==> config.mk <==
export PLATFORM = sky130hd
export DESIGN_NAME = menu_char_rom_arbiter_flat
export DESIGN_NICKNAME = d
export VERILOG_FILES = /design/src/rtl/menu_char_rom_arbiter_if.sv /design/src/rtl/menu_char_rom_arbiter.sv /design/src/flat_wrapper.sv
export SDC_FILE = /design/constraint.sdc
export NUM_CORES = 1
export LEC_CHECK = 0
export BUFFER_PORTS_ARGS = -buffer_cell sky130_fd_sc_hd__buf_2
export CORE_MARGIN = 2
export CORE_UTILIZATION = 25
export CTS_BUF_LIST = sky130_fd_sc_hd__clkbuf_2
export CTS_CLUSTER_SIZE = 8
export DETAILED_ROUTE_END_ITERATION = 8
export PLACE_DENSITY = 0.61
export SYNTH_ARGS = -nofsm -noshare
export SYNTH_HDL_FRONTEND = slang
export SYNTH_SLANG_ARGS = --single-unit
==> constraint.sdc <==
create_clock -name clk -period 4.5 [get_ports clk]
set_input_delay 0.225 -clock clk [delete_from_list [all_inputs] [get_ports clk]]
set_output_delay 0.225 -clock clk [all_outputs]
set_load 0.02 [all_outputs]
==> src/rtl/menu_char_rom_arbiter_if.sv <==
// rtl/menu_char_rom_arbiter_if.sv - requester-side bundle of the menu char ROM arbiter
interface menu_char_rom_arbiter_if #(
   parameter int N_REQ  = 4,
   parameter int ADDR_W = 8,
   parameter int CODE_W = 7
);
   logic [N_REQ-1:0]        req;
   logic [N_REQ*ADDR_W-1:0] addr;
   logic [N_REQ-1:0]        gnt;
   logic [N_REQ-1:0]        rvalid;
   logic [CODE_W-1:0]       rdata;

   modport master (output req, addr, input gnt, rvalid, rdata);
   modport slave  (input req, addr, output gnt, rvalid, rdata);
endinterface

==> src/rtl/menu_char_rom_arbiter.sv <==
// rtl/menu_char_rom_arbiter.sv - round-robin share of one menu char ROM among N_REQ requesters
// Defining MENU_ARB_LOCK_EN adds the lock input and burst-hold grants of up to MAX_BURST clks.
module menu_char_rom_arbiter #(
   parameter int N_REQ     = 4,
   parameter int ADDR_W    = 8,
   parameter int CODE_W    = 7,
   parameter int ROM_LAT   = 1,
   parameter int MAX_BURST = 16
) (
   input  logic                 clk,
   input  logic                 rst,
   menu_char_rom_arbiter_if.slave bus,
`ifdef MENU_ARB_LOCK_EN
   input  logic [N_REQ-1:0]     lock,
`endif
   output logic [ADDR_W-1:0]    rom_addr,
   input  logic [CODE_W-1:0]    rom_code
);
   localparam int PTR_W = (N_REQ > 1) ? $clog2(N_REQ) : 1;

   if (N_REQ < 2 || N_REQ > 8 || ROM_LAT < 1 || ROM_LAT > 3 || MAX_BURST < 1) begin : g_bad_param
      $error("menu_char_rom_arbiter: parameter out of range");
   end

   logic [PTR_W-1:0] ptr;
   logic [PTR_W-1:0] base;
   logic [PTR_W:0]   sum;
   logic [PTR_W-1:0] gnt_idx;
   logic             gnt_any;
   logic [N_REQ-1:0] gnt_c;
   logic [N_REQ-1:0] pipe [ROM_LAT];

   function automatic logic [PTR_W-1:0] inc_mod(input logic [PTR_W-1:0] v);
      return (v == PTR_W'(N_REQ - 1)) ? '0 : v + 1'b1;
   endfunction

`ifdef MENU_ARB_LOCK_EN
   localparam int CNT_W = $clog2(MAX_BURST + 1);
   logic             lock_active;
   logic [PTR_W-1:0] owner;
   logic [CNT_W-1:0] burst_cnt;
   logic             hold;

   assign hold = lock_active && bus.req[owner] && lock[owner];
   // A lock that just fell through resumes the scan right after its owner.
   assign base = lock_active ? inc_mod(owner) : ptr;
`else
   assign base = ptr;
`endif

   always_comb begin
      gnt_any = 1'b0;
      gnt_idx = '0;
      sum     = '0;
`ifdef MENU_ARB_LOCK_EN
      if (hold) begin
         gnt_any = 1'b1;
         gnt_idx = owner;
      end
`endif
      for (int k = 0; k < N_REQ; k++) begin
         sum = {1'b0, base} + (PTR_W+1)'(k);
         if (sum >= (PTR_W+1)'(N_REQ))
            sum = sum - (PTR_W+1)'(N_REQ);
         if (!gnt_any && bus.req[sum[PTR_W-1:0]]) begin
            gnt_any = 1'b1;
            gnt_idx = sum[PTR_W-1:0];
         end
      end
      if (rst)
         gnt_any = 1'b0;
   end

   always_comb begin
      gnt_c    = '0;
      rom_addr = '0;
      if (gnt_any) begin
         gnt_c[gnt_idx] = 1'b1;
         rom_addr       = bus.addr[gnt_idx*ADDR_W +: ADDR_W];
      end
   end

   assign bus.gnt    = gnt_c;
   assign bus.rvalid = pipe[ROM_LAT-1];
   assign bus.rdata  = rom_code;

   // Grant one-hot travels alongside the ROM read so the response finds its owner.
   always_ff @(posedge clk) begin
      if (rst) begin
         for (int s = 0; s < ROM_LAT; s++)
            pipe[s] <= '0;
      end else begin
         pipe[0] <= gnt_c;
         for (int s = 1; s < ROM_LAT; s++)
            pipe[s] <= pipe[s-1];
      end
   end

   always_ff @(posedge clk) begin
      if (rst) begin
         ptr <= '0;
`ifdef MENU_ARB_LOCK_EN
         lock_active <= 1'b0;
         owner       <= '0;
         burst_cnt   <= '0;
`endif
      end else begin
`ifdef MENU_ARB_LOCK_EN
         if (hold) begin
            if (burst_cnt == CNT_W'(MAX_BURST - 1)) begin
               lock_active <= 1'b0;
               burst_cnt   <= '0;
               ptr         <= inc_mod(owner);
            end else begin
               burst_cnt <= burst_cnt + 1'b1;
            end
         end else if (gnt_any && lock[gnt_idx]) begin
            if (MAX_BURST == 1) begin
               lock_active <= 1'b0;
               burst_cnt   <= '0;
               ptr         <= inc_mod(gnt_idx);
            end else begin
               lock_active <= 1'b1;
               owner       <= gnt_idx;
               burst_cnt   <= CNT_W'(1);
            end
         end else begin
            lock_active <= 1'b0;
            burst_cnt   <= '0;
            if (gnt_any)
               ptr <= inc_mod(gnt_idx);
            else if (lock_active)
               ptr <= inc_mod(owner);
         end
`else
         if (gnt_any)
            ptr <= inc_mod(gnt_idx);
`endif
      end
   end
endmodule

==> src/flat_wrapper.sv <==
// flat-port wrapper written by rule: the top's interface ports become plain ports
module menu_char_rom_arbiter_flat 
#(
   parameter int N_REQ     = 4,
   parameter int ADDR_W    = 8,
   parameter int CODE_W    = 7,
   parameter int ROM_LAT   = 1,
   parameter int MAX_BURST = 16
)
  (clk, rst, rom_addr, rom_code, bus_req, bus_addr, bus_gnt, bus_rvalid, bus_rdata);
  menu_char_rom_arbiter_if #(.N_REQ(N_REQ), .ADDR_W(ADDR_W), .CODE_W(CODE_W)) bus_i ();
  input  logic clk;
  input  logic rst;
  output logic [ADDR_W-1:0] rom_addr;
  input  logic [CODE_W-1:0] rom_code;
  input wire logic [$bits(bus_i.req)-1:0] bus_req;
  input wire logic [$bits(bus_i.addr)-1:0] bus_addr;
  output wire logic [$bits(bus_i.gnt)-1:0] bus_gnt;
  output wire logic [$bits(bus_i.rvalid)-1:0] bus_rvalid;
  output wire logic [$bits(bus_i.rdata)-1:0] bus_rdata;
  assign bus_i.req = bus_req;
  assign bus_i.addr = bus_addr;
  assign bus_gnt = bus_i.gnt;
  assign bus_rvalid = bus_i.rvalid;
  assign bus_rdata = bus_i.rdata;
  menu_char_rom_arbiter #(.N_REQ(N_REQ), .ADDR_W(ADDR_W), .CODE_W(CODE_W), .ROM_LAT(ROM_LAT), .MAX_BURST(MAX_BURST)) u_core (.clk(clk), .rst(rst), .bus(bus_i), .rom_addr(rom_addr), .rom_code(rom_code));
endmodule
After elaboration in Yosys (flattened, before gate mapping)
Memories as Yosys holds them, arrays and structs flattened.
Index checks and enable logic that the tools add are counted.
{"block": "word_totals", "ram_bits": 4, "register_bits": 2, "mem_count": 1, "inputBits": 45, "out_inout_bits": 23, "wordCells": 61}
{"name": "u_core.pipe", "words": 1, "width": 4, "read_ports": 1, "rd_clocked_by_memory_dff": 0, "write_ports": 1, "line_no": "menu_char_rom_arbiter.sv:31", "text": "logic [N_REQ-1:0] pipe [ROM_LAT];"}
{"block": "op_classes", "n_eq_ne": 1, "n_reduce_logical": 8, "muxes": 31, "shift": 1, "n_addsub": 8, "magnitude_cmp": 10}
{"op": "$shiftx 32x6->8", "n": 1}
{"op": "$mux 2", "n": 9}
{"op": "$lt 2x3->1 const B", "n": 5}
{"op": "$mux 1", "n": 14}
{"op": "$ge 3x3->1 const B", "n": 3}
{"op": "$bmux 1 s2", "n": 4}
{"op": "$mux 4", "n": 2}
{"op": "$mux 8", "n": 1}
{"op": "$sub 2x1->2 const B", "n": 4}
{"op": "$add 2x2->3 const B", "n": 2}
{"op": "$logic_and 1x1->1", "n": 4}
{"op": "$reduce_or 4->1", "n": 1}
{"op": "$add 2x1->3 const B", "n": 1}
{"op": "$ge 2x3->1 const B", "n": 1}
{"op": "$logic_not 1->1", "n": 3}
{"op": "$add 2x1->2 const B", "n": 1}
{"op": "$demux 1 s2", "n": 1}
{"op": "$eq 2x2->1 const B", "n": 1}
{"op": "$ge 2x1->1 const B", "n": 1}

Longest topological paths before layout
{"block": "depth", "depth_word": 20, "mapped_depth": 8, "mapped_depth_nobuf": 6}

Least setup slack after synthesis
OpenSTA, ideal clock, no wires.
{"block": "synth_timing", "path_type": "reg2out", "startpoint": "reg u_core.ptr[1] (netlist: u_core.base[1])", "endpoint": "out rom_addr[0]", "setup_slack_ns": 2.780, "path_stages_with_launch": 8, "t_required_ns": 4.275, "t_arrival_ns": 1.495, "path_cell_list": "dfxtp_1 a21o_1 a21oi_1 o22a_2 buf_6 buf_12 mux2i_1 o22ai_1"}
{"block": "synth_between", "elab_chain_cells": 16, "word_cells_on_any_way": 40, "classes_between": "add/sub: 7; order compare: 4; shift: 1; mux: 22; reduce/logical: 6"}
{"item": "start: declaration", "line_no": "menu_char_rom_arbiter.sv:25", "text": "logic [PTR_W-1:0] ptr;"}
{"item": "start signal: assignment", "line_no": "menu_char_rom_arbiter.sv:137", "text": "ptr <= inc_mod(gnt_idx);"}
{"item": "branches (longest 15 deep; another with $add 2x1->3)"}
{"item": "$mux 8 *", "line_no": "menu_char_rom_arbiter.sv:77", "text": "if (gnt_any) begin"}
{"item": "end: declaration", "line_no": "flat_wrapper.sv:14", "text": "output logic [ADDR_W-1:0] rom_addr;"}
Mark *: on every way between the ends. The select of a mux whose other input is x is not followed.

Worst setup path after layout
{"block": "layout_timing", "startpoint": "reg u_core.ptr[1] (netlist: u_core.base[1])", "endpoint": "out bus_gnt[0]"}
{"block": "layout_between", "elab_chain_cells": 19, "word_cells_on_any_way": 44, "classes_between": "add/sub: 7; order compare: 6; mux: 24; reduce/logical: 7"}
{"item": "branches (longest 18 deep; another with $add 2x1->3)"}
{"item": "$mux 4 *", "line_no": "menu_char_rom_arbiter.sv:77"}
{"item": "end: declaration", "line_no": "flat_wrapper.sv:18", "text": "output wire logic [$bits(bus_i.gnt)-1:0] bus_gnt;"}
Marked as above.

==> summary.txt <==
Status
  – Outcome: complete, no violations

Logic synthesis
  – Number of synthesized register bits: 6
  – Synth cell count leaders: 17 x mux2i_1, 9 x o22ai_1, 8 x and2_1
  – Number of synthesized flops with an enable pin: 0
  – Net count after synthesis: 122
  – Post-Syn Area per Cell: 8.758 sq um
  – Post-synth top area share: 26.61%
  – Synth top area cells: mux2i_1 27%, dfxtp_1 19%, o22ai_1 8.8%
  – Mapped Area: 639.4 sq um
  – Number of synthesis warnings: 0
  – Async set or reset register ratio after synthesis: 0%
  – Post-synthesis sequential area ratio: 18.79%
  – Ys flop type: dfxtp_1
  – Cell accounting for the most synthesized area: mux2i_1
  – Top-count cell post-synth: mux2i_1
  – Synth Instances: 73
  – Post-synthesis cell type count: 18

Detailed routing
  – DRC Markers: 0
  – Routed vias: 685
  – First DRT Iteration DRCs: 10
  – Antenna violation net count after detailed routing: 0
  – Wire per inst: 11.03 microns
  – DR pass1 iterations: 4
  – Routed WL: 1.654 mm
  – Via density: 4.567

Floorplan
  – I/O pin count: 68
  – Die W: 54.57 microns
  – Die footprint: 2978 sq um
  – Initial core utilization: 26.04%
  – Die Ht: 54.57 microns
  – Num rows: 18
  – Core area: 2455 sq um

Timing
  – Setup repair after global routing missed its margin: false
  – Setup Skew: 1.611 ps
  – Worst relative slew slack: 58.62%
  – Final setup violating endpoints: 0
  – Fmax: 0.4507 GHz
  – Period minus WS final: 2219 ps
  – Worst Tran Pin Value: 615.0 ps
  – Total Neg Setup Slack: 0 ps
  – Hold Fails Final Rpt: 0
  – Final period util: 49.31%
  – Worst hold slack: 193.5 ps
  – Slew Limit Fails: 0

Cells and area
  – Layout net count: 171
  – Fillcell total: 254
  – Post-route cell area: 873.3 sq um
  – Layout cell share with drive strength beyond 1: 48.33%
  – N_diodes: 0
  – Area delta synth->final: 36.60%
  – Non-Filler Instances: 150

Critical path
  – Slowest-stage cell, CP: o22a_2
  – CP Cell Sequence: a21o_1 -> a21oi_1 -> o22a_2 -> inv_1 -> ha_1 -> and2_1 -> buf_2
  – Crit path capture type: output port
  – Reg-to-Reg Start: u_core.base[1]$_SDFFE_PP0P_
  – Reg2reg end: u_core.base[1]$_SDFFE_PP0P_
  – Worst Path Max Fanout: 19
  – CP arrival: 1990 ps
  – CP Data Required Time: 4280 ps
  – Setup CP Type: flop to output port
  – Worst Setup Start Kind: flop
  – R2R cell count: 6
  – R2r setup slk: 2720 ps
  – Worst Setup SP: u_core.base[1]$_SDFFE_PP0P_
  – Max stage delay on crit path: 500 ps

Clock network
  – CTS tree: yes
  – CTS root buf: clkbuf_2
  – Total CTS buffers: 3
  – Post-CTS setup buffers: 0
  – Clock tree sinks: 6
  – Clock Pin Slew Worst Setup and Hold Paths: 60 ps
  – Bufs on Longest Clock Path: 2
  – H-Tree Depth: 1
  – Hold buffer count at cts: 0
  – Clk_lat worst skew: 220 ps
  – # resized after CTS: 0

Global routing
  – Maximum number of pins on one net before global-route repair: 20
  – Initial antenna violation count: 0
  – Global-route wire length before repair: 2.532 mm
  – Gr usage total: 11.73%
  – Gr ovfl total: 0
  – Number of global-route vias before repair: 619

Power
  – Clk pwr share: 14.3%
  – Static Leak: 0.4835 nW
  – Max VDD drop: 0.1358 mV
  – Sw power: 114.3 uW
  – Combinational Power Share: 60.3%
  – Internal Power: 147.2 uW
  – Flop pwr share: 25.4%
  – Switching share of power: 43.72%
  – Pwr Density: 299.4 nW/um^2

Placement
  – Count of input and output buffers: 53
  – Placer Congestion: 0.5915
  – DP HPWL: 1.356 mm
  – DP Area: 858.3 sq um
  – Placed Cells: 147

Hold path
  – Worst hold-check path type: input pin to flop
  – Hold path startpoint: rst
  – Hold depth: 2
  – Hold Path End: u_core.base[1]$_SDFFE_PP0P_

Job
  – Maximum capacitance violations: 0
worst max path at each step:
| stage | to | slack, ps |
|---|---|---|
| after floorplan | rom_addr[0] | 2780 |
| after global placement | rom_addr[5] | 2520 |
| after detailed placement | bus_gnt[0] | 2460 |
| after CTS | bus_gnt[0] | 2240 |
| after global routing | bus_gnt[0] | 2080 |
| final | bus_gnt[0] | 2280 |
stage by stage:
step | setup WS (ps) | utilization [%] | power [mW]
6_report | 2281 | 35.58 | 0.2615
5_1_grt | 2075 | 35.58 | 0.2845
4_1_cts | 2245 | 35.58 | 0.2640
3_5_place_dp | 2460 | 34.96 | 0.2271
3_3_place_gp | 2519 | 34.96 | 0.2223
2_1_floorplan | 2780 | - | 0.1952
final cells by class:
class                      instances  area (sq um)  area share, %
multi-input combinational         53         416.7          47.71
clock buffer                       3         15.01          1.719
inverter                           5         18.77          2.149
sequential                         6         120.1          13.75
tap                               30         37.54          4.298
timing repair buffer              53         265.3          30.37
registers in the layout, indices dropped and copies added (netlist names):
signal,cells
u_core.base,2
u_core.pipe,4
critical path: cells and delay by family, from the launching register on:
kind,cells,cell delay (ps)
buffers and inverters,2,280
DFF,1,350
AOI/OAI and AO/OA,3,790
adders and majority gates,1,220
and+or+nand+nor,1,130
per-layer routing:
layer	track usage (%)	part of all wire, %	up-vias
met5	0	0	-
met2	22.69	48	46
met3	1.639	10	8
met1	12.07	39	283
met4	5.833	2.4	0
li1	-	-	348
power by group through the flow:
stage | Combinational, mW | Clock, mW | Sequential, mW
6_report | 0.158 | 0.0374 | 0.0664
5_1_grt | 0.175 | 0.0412 | 0.0679
4_1_cts | 0.160 | 0.0376 | 0.0663
3_5_place_dp | 0.160 | 0 | 0.0675
3_3_place_gp | 0.155 | 0 | 0.0672
2_1_floorplan | 0.123 | 0 | 0.0725
cells by family (layout without fill, tap and decap cells):
group	Yosys count	in the layout	share of synthesized area (%)
compound gates	16	16	17.02
simple gates	16	16	13.70
buf+inv	14	61	16.05
fa+ha+maj	4	4	7.828
flops	6	6	18.79
mux	17	17	26.61
layout by cell type, fill, tap and decap left out, drive strengths merged:
| master | count |
|---|---|
| dfxtp | 6 |
| nand2b | 2 |
| nand2 | 2 |
| mux2i | 17 |
| o22a | 1 |
| a211oi | 2 |
| buf | 53 |
| o22ai | 9 |
| nor2 | 3 |
| ha | 4 |
| a21o | 1 |
| clkbuf | 3 |
| inv | 5 |
| a21oi | 3 |
| nor4 | 1 |
| and2 | 8 |
Power figures use the tool's default switching activity.
